[src/rtl/demux_frame_serializer.sv]
// Frame serializer feeding a 1-to-4 demux: header word picks the channel, payload words go out one bit per clock.
// Optional frame parity bit after the last payload word is enabled by defining DEMUX_PARITY_EN.
module demux_frame_serializer #(
  parameter int DATA_W    = 8,
  parameter bit MSB_FIRST = 1'b1
) (
  input  logic              clk,
  input  logic              rst_n,
  input  logic              in_valid,
  input  logic [DATA_W-1:0] in_data,
  input  logic              in_last,
  output logic              in_ready,
  output logic              d,
  output logic [1:0]        s,
  output logic              d_vld,
  output logic              par_vld
);

  localparam int CNT_W = $clog2(DATA_W);
  localparam logic [CNT_W-1:0] LAST_BIT = CNT_W'(DATA_W - 1);

  typedef enum logic [1:0] {
    ST_IDLE  = 2'd0,
    ST_LOAD  = 2'd1,
    ST_SHIFT = 2'd2
`ifdef DEMUX_PARITY_EN
    , ST_PAR = 2'd3
`endif
  } state_t;

  state_t            state_reg;
  logic [CNT_W-1:0]  cnt_reg;
  logic [DATA_W-1:0] shift_reg;
  logic              last_flag_reg;
  logic              d_reg;
  logic [1:0]        s_reg;
  logic              d_vld_reg;
  logic              ready_next;
  logic              transfer;

  function automatic logic first_bit(input logic [DATA_W-1:0] w);
    return MSB_FIRST ? w[DATA_W-1] : w[0];
  endfunction

  // Shift the already-emitted bit out so first_bit() always yields the next one.
  function automatic logic [DATA_W-1:0] shift_out(input logic [DATA_W-1:0] w);
    return MSB_FIRST ? {w[DATA_W-2:0], 1'b0} : {1'b0, w[DATA_W-1:1]};
  endfunction

  always_comb begin
    ready_next = 1'b0;
    case (state_reg)
      ST_IDLE, ST_LOAD: ready_next = 1'b1;
      ST_SHIFT:         ready_next = (cnt_reg == LAST_BIT) && !last_flag_reg;
      default:          ready_next = 1'b0;
    endcase
  end

  assign in_ready = rst_n & ready_next;
  assign transfer = in_valid & in_ready;
  assign d        = d_reg;
  assign s        = s_reg;
  assign d_vld    = d_vld_reg;

`ifdef DEMUX_PARITY_EN
  logic par_acc_reg;
  logic par_vld_reg;
  assign par_vld = par_vld_reg;
`else
  assign par_vld = 1'b0;
`endif

  always_ff @(posedge clk or negedge rst_n) begin
    if (!rst_n) begin
      state_reg     <= ST_IDLE;
      cnt_reg       <= '0;
      shift_reg     <= '0;
      last_flag_reg <= 1'b0;
      d_reg         <= 1'b0;
      s_reg         <= 2'b00;
      d_vld_reg     <= 1'b0;
`ifdef DEMUX_PARITY_EN
      par_acc_reg   <= 1'b0;
      par_vld_reg   <= 1'b0;
`endif
    end else begin
      case (state_reg)
        ST_IDLE: begin
          d_reg     <= 1'b0;
          d_vld_reg <= 1'b0;
          // A header flagged last is an empty frame and is dropped silently.
          if (transfer && !in_last) begin
            s_reg     <= in_data[1:0];
            state_reg <= ST_LOAD;
`ifdef DEMUX_PARITY_EN
            par_acc_reg <= 1'b0;
`endif
          end
        end

        ST_LOAD: begin
          if (transfer) begin
            shift_reg     <= shift_out(in_data);
            d_reg         <= first_bit(in_data);
            d_vld_reg     <= 1'b1;
            cnt_reg       <= '0;
            last_flag_reg <= in_last;
            state_reg     <= ST_SHIFT;
`ifdef DEMUX_PARITY_EN
            par_acc_reg   <= par_acc_reg ^ first_bit(in_data);
`endif
          end
        end

        ST_SHIFT: begin
          if (cnt_reg != LAST_BIT) begin
            d_reg     <= first_bit(shift_reg);
            shift_reg <= shift_out(shift_reg);
            cnt_reg   <= cnt_reg + 1'b1;
`ifdef DEMUX_PARITY_EN
            par_acc_reg <= par_acc_reg ^ first_bit(shift_reg);
`endif
          end else if (transfer) begin
            // Zero-gap reload keeps d_vld high across word boundaries.
            shift_reg     <= shift_out(in_data);
            d_reg         <= first_bit(in_data);
            cnt_reg       <= '0;
            last_flag_reg <= in_last;
`ifdef DEMUX_PARITY_EN
            par_acc_reg   <= par_acc_reg ^ first_bit(in_data);
`endif
          end else if (!last_flag_reg) begin
            d_reg     <= 1'b0;
            d_vld_reg <= 1'b0;
            state_reg <= ST_LOAD;
          end else begin
`ifdef DEMUX_PARITY_EN
            d_reg       <= par_acc_reg;
            par_vld_reg <= 1'b1;
            state_reg   <= ST_PAR;
`else
            d_reg     <= 1'b0;
            d_vld_reg <= 1'b0;
            state_reg <= ST_IDLE;
`endif
          end
        end

`ifdef DEMUX_PARITY_EN
        ST_PAR: begin
          d_reg       <= 1'b0;
          d_vld_reg   <= 1'b0;
          par_vld_reg <= 1'b0;
          state_reg   <= ST_IDLE;
        end
`endif

        default: begin
          d_reg     <= 1'b0;
          d_vld_reg <= 1'b0;
          state_reg <= ST_IDLE;
        end
      endcase
    end
  end

endmodule

[config.mk]
export PLATFORM = sky130hd
export DESIGN_NAME = demux_frame_serializer
export DESIGN_NICKNAME = d
export VERILOG_FILES = /design/src/rtl/demux_frame_serializer.sv
export SDC_FILE = /design/constraint.sdc
export NUM_CORES = 1
export LEC_CHECK = 0
export BUFFER_PORTS_ARGS = -buffer_cell sky130_fd_sc_hd__buf_4
export CORE_MARGIN = 5
export CORE_UTILIZATION = 58
export DETAILED_ROUTE_END_ITERATION = 10
export GPL_TIMING_DRIVEN = 1
export PLACE_DENSITY = 0.82
export REMOVE_ABC_BUFFERS = 1
export SETUP_SLACK_MARGIN = 0.3
export SLEW_MARGIN = 20
export SYNTH_ARGS = -nofsm -noshare
export SYNTH_HDL_FRONTEND = slang
export SYNTH_SLANG_ARGS = --single-unit
[constraint.sdc]
create_clock -name clk -period 2.76 [get_ports clk]
set_clock_uncertainty 0.1 [all_clocks]
set_input_delay 0.552 -clock clk [delete_from_list [all_inputs] [get_ports clk]]
set_output_delay 0.552 -clock clk [all_outputs]
set_load 0.005 [all_outputs]
==> flow_metrics.py <==
metrics = {
    "critical_path": {
        "reg2reg_depth": 6,
        "r2r-end": "last_flag_reg",
        "worstSetupPathType": "flop to output pin",
        "worstPathRequired_ns": 2.11,
        "crit_path_start_kind": "flop",
        "arrival_ns": 1.64,
        "worst_r2r_startpoint": "state_reg[0]",
        "critical_path_peak_fanout": 6,
        "reg2reg_setup_slack_ns": 0.66,
        "worst_setup_path_end_kind": "output pin",
    },
    "grt": {
        "globalRouteTotalUtil": 0.210,
        "grt_pass1_vias": 885,
        "grt_start_max_net_pins": 22,
        "global_route_wire_length_before_repair_mm": 4.16,
        "grt_remaining_overflow": 0,
        "antenna_violations_before_repair": 0,
    },
    "cts": {
        "clk_latency_ns": 0.31,
        "total_setup_buffers_inserted_after_cts": 0,
        "cts_tree": "done",
        "htree_levels": 1,
        "clock-sinks": 18,
        "clk_root_buffer_cell": "clkbuf_4",
        "worst_setup_hold_path_clk_slew_ns": 0.11,
        "cts_buffers": 3,
        "clk_path_buf_depth": 2,
    },
    "synthesis": {
        "synth_cell_types": 35,
        "leading_post_synthesis_cells_by_cell_area": "dfrtp_1, o221a_2, ha_1",
        "post_synthesis_async_set_or_reset_flop_share": 1.00,
        "postSynthAreaPerCell_um2": 11.3,
        "synth-edff-count": 0,
        "synth_area_mm2": 0.00104,
        "top_cell_type_by_total_area_after_synthesis": "dfrtp_1",
        "seq_area_frac_synth": 0.434,
        "synth_seq_cells": 18,
        "most_frequent_cell_after_synthesis": "dfrtp_1",
        "synth_warnings": 0,
        "yosysTopAreaCellShare": 0.434,
        "synth_top_flop_cell": "dfrtp_1",
        "synthesis.instances": 92,
        "post_synth_most_frequent_cells": "dfrtp_1, a21oi_1, o221a_2",
    },
    "pwr": {
        "p_switching_mw": 0.464,
        "seq_power_share": 0.365,
        "power.share.switching": 0.375,
        "vdd.ir_drop.worst_v": 0.000552,
        "proportion_of_power_drawn_by_combinational_gates": 0.496,
        "pwr-share-clk": 0.139,
        "report.power.total_mw": 1.24,
        "p_leak_nw": 0.566,
        "power_density_cells_mw_per_mm2": 1020,
        "internal_power_mw": 0.774,
    },
    "timing": {
        "achievable-frequency_mhz": 437,
        "hold_violation_total_from_the_final_report": 0,
        "finalMaxSlewViolations": 0,
        "timing.setup.tns_ns": 0,
        "final.min_clock_period_ns": 2.29,
        "timing.final.crit_share": 0.829,
        "report.final.setup_viol": 0,
        "grt_setup_unrepaired": "no",
    },
    "detailed_routing": {
        "detailedRoute.firstIterationViolations": 39,
        "via_per_inst": 6.05,
        "postRouteWirelength_mm": 2.36,
        "antenna_left": 0,
        "dr_total_vias": 817,
        "drtPass1Iterations": 4,
        "route.detailed.drc": 0,
        "wl_per_cell_um": 17.4,
    },
    "floorplan": {
        "placementRows": 15,
        "ios": 18,
        "die_h_um": 52.3,
        "core_area_mm2": 0.00171,
        "design.die.area_mm2": 0.00274,
        "die_width_um": 52.3,
        "initial_core_util": 0.608,
    },
    "place": {
        "rd_place_congestion": 0.925,
        "detailed_place_hpwl_mm": 1.74,
        "place.port_buffers": 16,
        "place_area_mm2": 0.00118,
        "dp_cells": 131,
    },
    "cells_and_area": {
        "post_layout_nonfiller_instances": 135,
        "final.fill_count": 136,
        "final_cell_area_mm2": 0.00122,
        "multi_input_area_um2": 551,
        "post_route_cells_drive_above_1_share": 0.409,
        "final_net_count": 129,
        "insertedDiodeCount": 0,
        "largest_register_ffs": 8,
        "area_delta_synth_final_pct": 17.3,
        "seqCellArea_um2": 450,
    },
    "min_path": {
        "worst_hold_path_type": "input port to async pin",
    },
    "flow_run": {
        "timing.max_cap.violations": 0,
    },
    "status": {
        "outcome": "complete, no violations",
    },
}
## metal layers
| layer | vias to the layer above | wire length [um] | track usage |
|---|---|---|---|
| li1 | 377 | - | - |
| met1 | 400 | 1000 | 0.264 |
| met2 | 33 | 1160 | 0.345 |
| met3 | 7 | 134 | 0.0399 |
| met4 | 0 | 62 | 0.0979 |
| met5 | - | 0 | 0 |
## logic make-up (layout without fill, tap and decap cells)
family / Yosys count / after routing / share of synthesized area
AO/OA/AOI/OAI: 26 / 26 / 0.221
adder cells (fa/ha/maj): 6 / 6 / 0.0723
multiplexers: 4 / 4 / 0.0470
AND/OR/NAND/NOR: 28 / 28 / 0.182
flip-flops: 18 / 18 / 0.434
buffers and inverters: 9 / 27 / 0.0410
other: 1 / 1 / 0.00361
## worst max-delay path: stages, from the launching register on
cell,delay [ns]
dfrtp_1,0.44
inv_1,0.09
ha_1,0.28
nor2_2,0.25
a21oi_1,0.12
buf_4,0.15
## stage by stage
step,setup WS (ns),util,hold slack (ns)
floorplan,0.805,-,0.156
global placement,0.694,0.689,0.349
detailed placement,0.638,0.689,0.349
CTS,0.381,0.711,0.0101
global route,0.323,0.714,0.0118
finish,0.471,0.714,0.00329
## layout make-up
| class | count | area share |
|---|---|---|
| tap | 25 | 0.0257 |
| clock buffer | 4 | 0.0298 |
| timing repair buffer | 17 | 0.105 |
| inverter | 6 | 0.0185 |
| multi-input combinational | 65 | 0.452 |
| sequential | 18 | 0.370 |
## worst max path at each step
stage                  from             to  slack [ns]  cells after the start
2_1_floorplan    cnt_reg[0]     cnt_reg[0]        0.81                      6
3_3_place_gp          rst_n  last_flag_reg        0.69                      5
3_5_place_dp   state_reg[0]  last_flag_reg        0.64                      6
4_1_cts        state_reg[1]       in_ready        0.38                      5
5_1_grt        state_reg[0]       in_ready        0.32                      5
6_report       state_reg[1]       in_ready        0.47                      5
## timing repair
action	in CTS	in global routing
gates resized for setup	0	2
endpoints found under the setup margin	0	1
hold buffers	0	0
## cells in the final DEF, fill, tap and decap left out, types with 2 or more instances in the layout
cell type / Yosys / routed
a21oi_1: 7 / 7
a22o_1: 2 / 2
buf_4: 2 / 17
clkbuf_4: 0 / 3
dfrtp_1: 18 / 18
ha_1: 6 / 5
inv_1: 6 / 6
mux2_2: 3 / 3
nand2_1: 4 / 4
nor2_1: 6 / 5
o21ai_0: 2 / 2
o221a_2: 7 / 7
or3_1: 2 / 2
or3_2: 5 / 5
## power groups by stage
stage | Combinational (mW) | Sequential, mW | Clock, mW
floorplan | 0.432 | 0.431 | 0
global placement | 0.572 | 0.443 | 0
detailed placement | 0.603 | 0.454 | 0
CTS | 0.605 | 0.448 | 0.175
global route | 0.681 | 0.466 | 0.188
finish | 0.614 | 0.451 | 0.172
(Power assumes the default switching activity.)
